--- src/rtl/uart_tx_module.sv ---
// rtl/uart_tx_module.sv - UART transmitter with a one-byte holding register
// Bit timing runs off the 16x-baud tick; STOP chains straight into START when a byte is waiting.
module uart_tx_module #(
  parameter bit PARITY_EN  = 1'b1,
  parameter bit PARITY_ODD = 1'b0,
  parameter int STOP_BITS  = 1
) (
  input  logic       clk,
  input  logic       rst,
  input  logic       tick_16bd,
  input  logic [7:0] data_in,
  input  logic       data_valid,
  output logic       ack,
  output logic       Tx,
  output logic       busy,
  output logic [8:0] frame_out
);

  typedef enum logic [2:0] {IDLE, START, DATA, PARITY, STOP} state_t;

  localparam logic STOP_LAST = (STOP_BITS == 2);

  state_t     state_q, state_d;
  logic [3:0] tick_cnt_q, tick_cnt_d;
  logic [2:0] bit_cnt_q, bit_cnt_d;
  logic       stop_cnt_q, stop_cnt_d;
  logic [7:0] shift_q, shift_d;
  logic [7:0] hold_q;
  logic       hold_full_q, hold_full_d;
  logic [8:0] frame_q, frame_d;
  logic       tx_q, tx_d;
  logic       ack_q;
  logic       capture;
  logic       load;
  logic       par;

  // Capture is decided on the flag as it stood at the start of the cycle.
  assign capture = data_valid && !hold_full_q;
  assign par     = PARITY_EN ? (PARITY_ODD ? ~^hold_q : ^hold_q) : 1'b0;

  always_comb begin
    state_d     = state_q;
    tick_cnt_d  = tick_cnt_q;
    bit_cnt_d   = bit_cnt_q;
    stop_cnt_d  = stop_cnt_q;
    shift_d     = shift_q;
    frame_d     = frame_q;
    load        = 1'b0;
    if (tick_16bd) begin
      case (state_q)
        IDLE: begin
          if (hold_full_q) load = 1'b1;
        end
        START: begin
          if (tick_cnt_q == 4'd15) begin
            state_d    = DATA;
            tick_cnt_d = 4'd0;
            bit_cnt_d  = 3'd0;
          end else begin
            tick_cnt_d = tick_cnt_q + 4'd1;
          end
        end
        DATA: begin
          if (tick_cnt_q == 4'd15) begin
            tick_cnt_d = 4'd0;
            shift_d    = {1'b0, shift_q[7:1]};
            if (bit_cnt_q == 3'd7) begin
              state_d    = PARITY_EN ? PARITY : STOP;
              stop_cnt_d = 1'b0;
            end else begin
              bit_cnt_d = bit_cnt_q + 3'd1;
            end
          end else begin
            tick_cnt_d = tick_cnt_q + 4'd1;
          end
        end
        PARITY: begin
          if (tick_cnt_q == 4'd15) begin
            state_d    = STOP;
            tick_cnt_d = 4'd0;
            stop_cnt_d = 1'b0;
          end else begin
            tick_cnt_d = tick_cnt_q + 4'd1;
          end
        end
        STOP: begin
          if (tick_cnt_q == 4'd15) begin
            tick_cnt_d = 4'd0;
            if (stop_cnt_q == STOP_LAST) begin
              if (hold_full_q) load = 1'b1;
              else             state_d = IDLE;
            end else begin
              stop_cnt_d = stop_cnt_q + 1'b1;
            end
          end else begin
            tick_cnt_d = tick_cnt_q + 4'd1;
          end
        end
        default: state_d = IDLE;
      endcase
    end
    if (load) begin
      state_d    = START;
      tick_cnt_d = 4'd0;
      shift_d    = hold_q;
      frame_d    = {par, hold_q};
    end
  end

  always_comb begin
    hold_full_d = hold_full_q;
    if (load)    hold_full_d = 1'b0;
    if (capture) hold_full_d = 1'b1;
  end

  // Tx is driven from the next-state so the line moves on the qualifying tick edge.
  always_comb begin
    tx_d = 1'b1;
    case (state_d)
      START:   tx_d = 1'b0;
      DATA:    tx_d = shift_d[0];
      PARITY:  tx_d = frame_d[8];
      default: tx_d = 1'b1;
    endcase
  end

  always_ff @(posedge clk) begin
    if (rst) state_q <= IDLE;
    else     state_q <= state_d;
  end

  always_ff @(posedge clk) begin
    if (rst) begin
      tick_cnt_q  <= 4'd0;
      bit_cnt_q   <= 3'd0;
      stop_cnt_q  <= 1'b0;
      shift_q     <= 8'd0;
      hold_q      <= 8'd0;
      hold_full_q <= 1'b0;
      frame_q     <= 9'd0;
      tx_q        <= 1'b1;
      ack_q       <= 1'b0;
    end else begin
      tick_cnt_q  <= tick_cnt_d;
      bit_cnt_q   <= bit_cnt_d;
      stop_cnt_q  <= stop_cnt_d;
      shift_q     <= shift_d;
      hold_full_q <= hold_full_d;
      frame_q     <= frame_d;
      tx_q        <= tx_d;
      ack_q       <= capture;
      if (capture) hold_q <= data_in;
    end
  end

  assign ack       = ack_q;
  assign Tx        = tx_q;
  assign busy      = (state_q != IDLE) || hold_full_q;
  assign frame_out = frame_q;

endmodule
--- config.mk ---
export PLATFORM = sky130hd
export DESIGN_NAME = uart_tx_module
export DESIGN_NICKNAME = d
export VERILOG_FILES = /design/src/rtl/uart_tx_module.sv
export SDC_FILE = /design/constraint.sdc
export NUM_CORES = 1
export LEC_CHECK = 0
export ABC_AREA = 1
export BUFFER_PORTS_ARGS = -buffer_cell sky130_fd_sc_hd__buf_2
export CAP_MARGIN = 0
export CORE_ASPECT_RATIO = 0.6
export CORE_UTILIZATION = 25
export CTS_BUF_LIST = sky130_fd_sc_hd__clkbuf_8
export DETAILED_ROUTE_END_ITERATION = 12
export SLEW_MARGIN = 20
export SYNTH_ARGS = -nofsm -noshare
export SYNTH_HDL_FRONTEND = slang
export SYNTH_SLANG_ARGS = --single-unit
--- constraint.sdc ---
create_clock -name clk -period 1.6 [get_ports clk]
set_clock_uncertainty 0.15 [all_clocks]
set_input_delay 0.32 -clock clk [delete_from_list [all_inputs] [get_ports clk]]
set_output_delay 0.32 -clock clk [all_outputs]
set_load 0.05 [all_outputs]
==> results by group, run 1 <==
Routing
  – Antenna viol nets, final: 0
  – DRC violations left: 4
  – Final wirelength: 4630 microns
  – Vias per cell: 4.41
  – DRT iter0 DRCs: 84
  – Routed wire per std cell: 12.0 microns
  – Detailed Routing Iterations Pass 1: 8
  – Routed via count: 1707

Synthesis
  – Sequential share of the synthesized area: 42.7%
  – Synth Area per Inst: 7.08 sq um
  – Netlist area before placement: 0.00178 sq mm
  – Post-synthesis cell type count: 30
  – Synthesis warning total: 0
  – Flops & latches, synth: 38
  – Post-Syn Nets: 267
  – Post-Syn Instances: 252

STA
  – Crit share post-route: 98.4%
  – Final TNS setup: 0 ps
  – Final min period: 1570 ps
  – Slew Viols, Final: 0
  – Final setup fails: 0
  – RSZ-0062 raised after global routing: true
  – Final-report hold violation count: 0
  – Worst Hold Slack: 141 ps
  – Final setup margin: 26.4 ps
  – FMAX: 635 MHz
  – Slew @ Worst Pin: 255 ps
  – Max-slew headroom at the worst pin: 83.0%

Placed design
  – DP HPWL: 3310 microns
  – Final GP Congestion: 0.843
  – Placed insts: 369
  – Dpl ws: -82.7 ps
  – I/O Buffers: 23
  – Dpl cell area: 0.00207 sq mm

Global routing
  – Initial antenna violation count: 0
  – Gr ovfl total: 0
  – GRT Total Usage: 13.8%
  – Vias in the first global route: 1549
  – First-pass GRT wire length: 7720 microns
  – Largest net degree at the start of global routing: 24

Layout
  – Filler cells: 744
  – Antenna Cells: 0
  – Commonest non-fill, non-tap cell in the layout: nand2_1
  – Final nets: 315
  – Most frequent cells in the layout: nand2_1 (84), dfxtp_1 (32), a21oi_1 (23)
  – Final Non-Filler Cells: 387
  – Design area: 0.00234 sq mm
  – Area growth syn-to-layout: 31.1%
  – Fraction of layout cells with a size suffix above 1: 29.0%
  – Layout Utilization: 34.4%

Floorplanning
  – I/O Pins: 24
  – CORE AREA: 0.00679 sq mm
  – Starting Density: 26.3%
  – DIE HEIGHT: 67.4 microns
  – Width of the die: 111 microns
  – Rows: 23
  – Die area: 0.00748 sq mm

Power
  – Power Internal: 1.43 mW
  – Sw power: 0.652 mW
  – Leakage: 1.05 nW
  – Total power: 2.08 mW
  – Net Sw Frac: 31.3%
  – Comb power frac: 20.0%
  – Clock power share: 31.0%
  – Power Density: 891 mW/mm^2
  – Sequential Power Share: 49.0%
  – Worst VDD drop: 0.000419 V

Worst hold path
  – Hold path endpoint: hold_q[6]
  – Worst Hold Depth: 3
  – Hold wc startpoint: data_in[6]
  – Min-delay worst type: in2reg

Critical path
  – CP arrival: 1100 ps
  – Worst Path Class, Setup: reg2out
  – Required time worst endpoint: 1130 ps
  – Reg2reg end: Tx
  – CP Launch Type: register
  – FF-to-FF setup slack: 50 ps
  – Setup crit end kind: primary output
  – Reg2Reg Depth: 10
  – Worst Path Max Fanout: 3
  – Critical R2R Launch: bit_cnt_q[0]

Outcome
  – Outcome: complete, but fails checks
  – Failing checks: DRC

Clocking
  – Clock slew at reported path FFs: 80 ps
  – Clock root cell: clkbuf_8
  – Total CTS buffers: 5
  – Deepest clock path buffer count: 2
  – Cts hold-fix bufs: 0
  – Clk_lat worst skew: 300 ps
  – CTS sink cnt: 38
  – H-tree levels: 2
  – Clock tree from TritonCTS: yes

Flow run
  – Max-Cap Viols: 0
power by group through the flow:
stage          Combinational [mW]  Sequential (mW)  Clock [mW]
2_1_floorplan               0.219             1.08           0
4_1_cts                     0.405             1.02       0.660
3_5_place_dp                0.366             1.05           0
5_1_grt                     0.461             1.03       0.715
3_3_place_gp                0.359             1.05           0
6_report                    0.416             1.02       0.646
layer usage:
layer / wire length (microns) / global-route usage (%) / vias up / part of all wire [%]
met5: 0 / 0 / - / 0
met2: 1840 / 19.8 / 35 / 40
met4: 19 / 5.57 / 0 / 0.41
met3: 264 / 4.13 / 2 / 5.7
met1: 2510 / 19.1 / 765 / 54
li1: - / - / 905 / -
flip-flops by register name, indices dropped and copies added, names as in the netlist:
register	flops
tick_cnt_q	4
hold_q	8
Tx	1
state_q	3
hold_full_q	1
bit_cnt_q	3
frame_out	9
ack	1
shift_q	8
cell families (layout without fill, tap and decap cells):
logic type               after synthesis  in the layout  share of synthesized area, %
adder cells (fa/ha/maj)                3              3                          2.11
XOR/XNOR                               3              3                          1.47
flip-flops                            38             38                          42.7
AO/OA/AOI/OAI                         47             47                          14.0
AND/OR/NAND/NOR                      128            129                          31.9
buffers and inverters                 33             80                          7.86
Yosys cell counts:
cell	instances	area share, %
ha_1	3	2.1
nor2_4	1	0.63
nand3_2	2	1.1
nor2_8	1	1.1
inv_4	1	0.35
nand4_1	2	0.70
a31oi_1	5	1.8
inv_1	22	4.6
o211a_1	1	0.56
a21oi_1	24	6.7
buf_6	1	0.63
nand3_1	12	3.4
xor2_1	1	0.49
o21ai_0	14	3.9
o22ai_1	1	0.35
clkbuf_1	3	0.63
o31ai_1	1	0.42
inv_2	3	0.63
nand2_1	86	18
nand2_2	6	2.1
xnor2_1	2	0.98
nor3_1	1	0.28
dfxtp_1	38	43
nor2_2	3	1.1
clkinv_1	1	0.21
o21ai_1	1	0.28
nand2_4	1	0.63
buf_2	1	0.28
clkinv_4	1	0.49
nor2_1	13	2.7
cell type report:
type | count | area [sq um] | area share, %
Multi-Input combinational cell | 182 | 958 | 41.0
Sequential cell | 38 | 778 | 33.3
Timing Repair Buffer | 45 | 287 | 12.3
Tap cell | 87 | 109 | 4.66
Clock inverter | 2 | 10.0 | 0.428
Inverter | 28 | 126 | 5.41
Clock buffer | 5 | 68.8 | 2.94
worst max path at each step:
stage,start,to,slack (ps),depth (start not counted)
2_1_floorplan,tick_cnt_q[0],shift_q[6],100,9
3_3_place_gp,tick_cnt_q[0],shift_q[6],-50,9
3_5_place_dp,tick_cnt_q[0],shift_q[6],-80,9
4_1_cts,state_q[2],busy,7,5
5_1_grt,state_q[0],bit_cnt_q[0],-40,8
6_report,state_q[1],busy,30,5
worst max-delay path: stages, from the launching register on:
cell and delay, ps:
dfxtp_4 360, nor2_4 120, nand2_2 70, inv_1 50
nand2_1 60, buf_6 160
repair_timing:
item                       CTS  global route
gates cloned                 1             0
pin swaps                    3             7
resized for setup           18            16
buffers inserted             6             4
setup endpoints to repair   13            23
(Power assumes the default switching activity.)
==> run 2: changes to the inputs <==
Settings changed: BUFFER_PORTS_ARGS -buffer_cell sky130_fd_sc_hd__buf_2 to -buffer_cell sky130_fd_sc_hd__buf_4.
==> run 2 against run 1 <==
Effect of this change: the run still ends with DRC left; critical path depth unchanged; final area increased by 1.3%; die area unchanged; maximum frequency decreased by 1.2%; flip-flop and latch count unchanged; critical path type unchanged; highest routed layer unchanged.
==> results by group, run 2 (synthesis gave the netlist of run 1 again) <==
Layout
  – Most frequent cells in the layout: nand2_1 (82), buf_4 (36), dfxtp_1 (31), a21oi_1 (24), inv_1 (22)
  – Final nets: 306
  – Fraction of layout cells with a size suffix above 1: 28.4%
  – Antenna Cells: 0
  – Commonest non-fill, non-tap cell in the layout: nand2_1
  – Area growth syn-to-layout: 32.8%
  – Max reg flops: 9

Power
  – Worst VDD drop: 0.000366 V
  – Power Density: 942 mW/mm^2
  – Sw power: 0.657 mW
  – Power Internal: 1.57 mW
  – Sequential Power Share: 45.9%
  – Comb power frac: 18.4%
  – Total power: 2.23 mW
  – Net Sw Frac: 29.4%
  – Leakage: 1.02 nW
  – Clock power share: 35.7%

Routing
  – Routed wire per std cell: 12.0 microns
  – Final wirelength: 4530 microns
  – Vias per cell: 4.42
  – Detailed Routing Iterations Pass 1: 10
  – WL met2: 1800 microns
  – Antenna viol nets, final: 0
  – DRC violations left: 4
  – Metal3 WL: 205 microns
  – WL met1: 2510 microns
  – Routed via count: 1674
  – DRT iter0 DRCs: 95
  – Uppermost layer routed: met4

STA
  – Final min period: 1590 ps
  – Final TNS setup: 0 ps
  – Slew Viols, Final: 0
  – RSZ-0062 raised after global routing: true
  – FMAX: 628 MHz
  – Crit share post-route: 99.5%
  – Max-slew headroom at the worst pin: 82.9%
  – Final setup fails: 0
  – Slew @ Worst Pin: 257 ps
  – Final-report hold violation count: 0

Clocking
  – CTS sink cnt: 38
  – Clock root cell: clkbuf_8
  – Deepest clock path buffer count: 2
  – Clock tree from TritonCTS: yes
  – Clk_lat worst skew: 290 ps
  – Clock slew at reported path FFs: 80 ps
  – H-tree levels: 2
  – Total CTS buffers: 5

Critical path
  – Worst Path Max Fanout: 6
  – CP Launch Type: register
  – Worst Path Class, Setup: reg2out
  – Setup crit end kind: primary output
  – Required time worst endpoint: 1130 ps
  – CP arrival: 1120 ps

Outcome
  – Failing checks: DRC
  – Outcome: complete, but fails checks

Placed design
  – Final GP Congestion: 0.799
  – I/O Buffers: 23
  – DP HPWL: 3330 microns

Floorplanning
  – Starting Density: 26.3%
  – Width of the die: 111 microns
  – I/O Pins: 24
  – Rows: 23
  – DIE HEIGHT: 67.4 microns
  – Die area: 0.00748 sq mm
  – CORE AREA: 0.00679 sq mm

Global routing
  – GRT Total Usage: 13.2%
  – Gr ovfl total: 0
  – Initial antenna violation count: 0
  – First-pass GRT wire length: 7580 microns
  – Largest net degree at the start of global routing: 24
  – Vias in the first global route: 1558

Flow run
  – Max-Cap Viols: 0

Worst hold path
  – Min-delay worst type: in2reg
-- run 2: layer usage --
| metal | up-vias | track usage [%] |
|---|---|---|
| met5 | - | 0 |
| met4 | 0 | 3.04 |
| met3 | 2 | 3.50 |
| met2 | 30 | 19.9 |
| met1 | 756 | 18.7 |
| li1 | 886 | - |
-- run 2: worst max-delay path, stage by stage, from the launching register on --
cell,delay [ps]
dfxtp_2,390
inv_2,90
nand2_2,90
inv_1,40
nand2_1,60
buf_6,160
-- run 2: per-stage QoR --
| step | std cells | util, % | hold slack (ps) | area (sq um) | setup slack [ps] |
|---|---|---|---|---|---|
| floorplan | 252 | - | 239 | 1780 | 98.8 |
| global placement | 368 | 31.2 | 307 | 2120 | -59.9 |
| detailed placement | 368 | 31.2 | 308 | 2120 | -75.0 |
| CTS | 378 | 33.8 | 145 | 2300 | -4.36 |
| global route | 379 | 34.9 | 159 | 2370 | -56.1 |
| finish | 379 | 34.9 | 150 | 2370 | 8.04 |
-- run 2: final timing paths --
path,from,to,slack [ps],cells past startpoint
setup / recovery,state_q[2],busy,8,5
hold / removal,data_in[6],hold_q[6],150,3
setup reg to reg,tick_cnt_q[1],Tx,20,8
hold reg to reg,frame_out[2],frame_out[2],320,2
-- run 2: what timing repair did --
| item | CTS | global route |
|---|---|---|
| endpoints found under the setup margin | 13 | 27 |
| cloned | 0 | 0 |
| hold buffers | 0 | 0 |
| setup buffers | 2 | 1 |
| pin swaps | 2 | 6 |
| resized for setup | 15 | 18 |
-- run 2: final cells by class --
class	instances	area, sq um
clock buffers	8	110
repair buffers	37	282
inverters	28	125
multi-input cells	181	968
flip-flops and latches	38	774
well taps	87	109
fillers	713	4420
-- run 2: power groups by stage --
| stage | clock (mW) | combinational (mW) | sequential (mW) |
|---|---|---|---|
| floorplan | 0 | 0.219 | 1.08 |
| global placement | 0 | 0.370 | 1.05 |
| detailed placement | 0 | 0.377 | 1.05 |
| CTS | 0.807 | 0.402 | 1.02 |
| global route | 0.851 | 0.453 | 1.03 |
| finish | 0.796 | 0.411 | 1.02 |
==> run 3: changes to the inputs <==
Settings changed: CELL_PAD_IN_SITES_DETAIL_PLACEMENT from default to 1, CELL_PAD_IN_SITES_GLOBAL_PLACEMENT from default to 2, PLACE_DENSITY_LB_ADDON from default to 0.1.
Clock period 1.6 ns to 2.01 ns, I/O delays scaled along.
==> run 3 against run 2 <==
Effect of this change: the flow still finishes with violations (DRC); routed wire length up 9.4%; non-clock buffer count down 12; clock power down 35%; via count down 3.0%; combinational power down 29%; critical path type unchanged.
==> results by group, run 3 (synthesis gave the netlist of run 1 again) <==
STA
  – Crit share post-route: 89.9%
  – Final min period: 1810 ps
  – Max-slew headroom at the worst pin: 65.6%
  – Final-report hold violation count: 0
  – Final TNS setup: 0 ps
  – Final setup fails: 0
  – FMAX: 553 MHz
  – Slew Viols, Final: 0
  – Slew @ Worst Pin: 514 ps
  – RSZ-0062 raised after global routing: false

Routing
  – DRC violations left: 2
  – Final wirelength: 4960 microns
  – Detailed Routing Iterations Pass 1: 8
  – Vias per cell: 4.44
  – Antenna viol nets, final: 0
  – Routed wire per std cell: 13.6 microns
  – DRT iter0 DRCs: 37
  – Routed via count: 1624

Global routing
  – First-pass GRT wire length: 8470 microns
  – Gr ovfl total: 0
  – GRT Total Usage: 14.7%
  – Largest net degree at the start of global routing: 25
  – Initial antenna violation count: 0
  – Vias in the first global route: 1632

Critical path
  – Setup crit end kind: primary output
  – Worst Path Class, Setup: reg2out
  – Reg2Reg Depth: 9
  – Reg2reg end: Tx
  – Critical R2R Launch: tick_cnt_q[0]
  – Worst Path Max Fanout: 6
  – CP arrival: 1260 ps
  – FF-to-FF setup slack: 220 ps
  – Required time worst endpoint: 1460 ps
  – CP Launch Type: register

Clocking
  – Clock root cell: clkbuf_8
  – CTS sink cnt: 38
  – H-tree levels: 2
  – Cts hold-fix bufs: 0
  – Deepest clock path buffer count: 2
  – Clock slew at reported path FFs: 80 ps
  – Total CTS buffers: 5
  – Clk_lat worst skew: 290 ps
  – Cts repair resizes: 0
  – Clock tree from TritonCTS: yes
  – Postcts setup bufs: 0

Power
  – Worst VDD drop: 0.000246 V
  – Leakage: 0.934 nW
  – Power Density: 765 mW/mm^2

Layout
  – Commonest non-fill, non-tap cell in the layout: nand2_1
  – Area growth syn-to-layout: 19.5%
  – Max reg flops: 9
  – Layout Utilization: 31.4%
  – Filler cells: 872
  – Antenna Cells: 0
  – Most frequent cells in the layout: nand2_1 (86), dfxtp_1 (38), buf_4 (25), a21oi_1 (24), inv_1 (22)
  – Fraction of layout cells with a size suffix above 1: 18.3%
  – Final nets: 294

Floorplanning
  – DIE HEIGHT: 67.4 microns
  – Rows: 23
  – Die area: 0.00748 sq mm
  – Starting Density: 26.3%
  – Width of the die: 111 microns
  – I/O Pins: 24
  – CORE AREA: 0.00679 sq mm

Placed design
  – Final GP Congestion: 0.704
  – I/O Buffers: 23
  – DP HPWL: 3880 microns

Outcome
  – Outcome: complete, but fails checks
  – Failing checks: DRC

Worst hold path
  – Hold wc startpoint: data_in[0]
  – Hold path endpoint: hold_q[0]
  – Worst Hold Depth: 3
  – Min-delay worst type: in2reg

Flow run
  – Max-Cap Viols: 0
-- run 3: worst max-delay path by stage --
stage               slack [ps]  depth (start not counted)          start         end
global placement           270                          9  tick_cnt_q[0]          Tx
floorplan                  510                          9  tick_cnt_q[0]  shift_q[6]
finish                     200                          5     state_q[0]        busy
global route                10                          9  tick_cnt_q[0]          Tx
CTS                        190                          5     state_q[0]        busy
detailed placement         210                          9  tick_cnt_q[0]          Tx
-- run 3: layout make-up --
class                           instances  area [sq um]  share of cell area, %
Tap cell                               87           109                   5.11
Inverter                               28           113                   5.28
Clock buffer                            5          68.8                   3.23
Clock inverter                          2          10.0                  0.470
Timing Repair Buffer                   25           188                   8.81
Multi-Input combinational cell        181           882                   41.4
Sequential cell                        38           761                   35.7
-- run 3: metrics by stage --
step           worst slack, ps  area [sq um]  hold slack (ps)  power (mW)  cells
2_1_floorplan              509          1780              292        1.04    252
3_3_place_gp               275          2050              314        1.14    359
3_5_place_dp               206          2050              313        1.14    359
4_1_cts                    190          2130              246        1.65    366
5_1_grt                   11.2          2130              251        1.73    366
6_report                   203          2130              253        1.63    366
-- run 3: report_power, final --
group | switching (mW) | internal, mW | total [mW]
Combinational | 0.198 | 0.0943 | 0.293
Sequential | 0.0328 | 0.788 | 0.821
Clock | 0.282 | 0.233 | 0.516
-- run 3: critical path, stage by stage, from the launching register on --
cell and delay, ps:
dfxtp_1 390, nor2_2 180, nand2_1 100, inv_1 60
nand2_1 40, buf_4 190
-- run 3: routing by layer --
metal  part of all wire (%)  wire length (microns)  track usage, %  up-vias
li1                       -                      -               -      862
met1                     62                   3050            22.8      745
met2                     35                   1740            20.1       13
met3                    3.0                    149            3.68        4
met4                   0.50                     25            2.53        0
met5                      0                      0               0        -
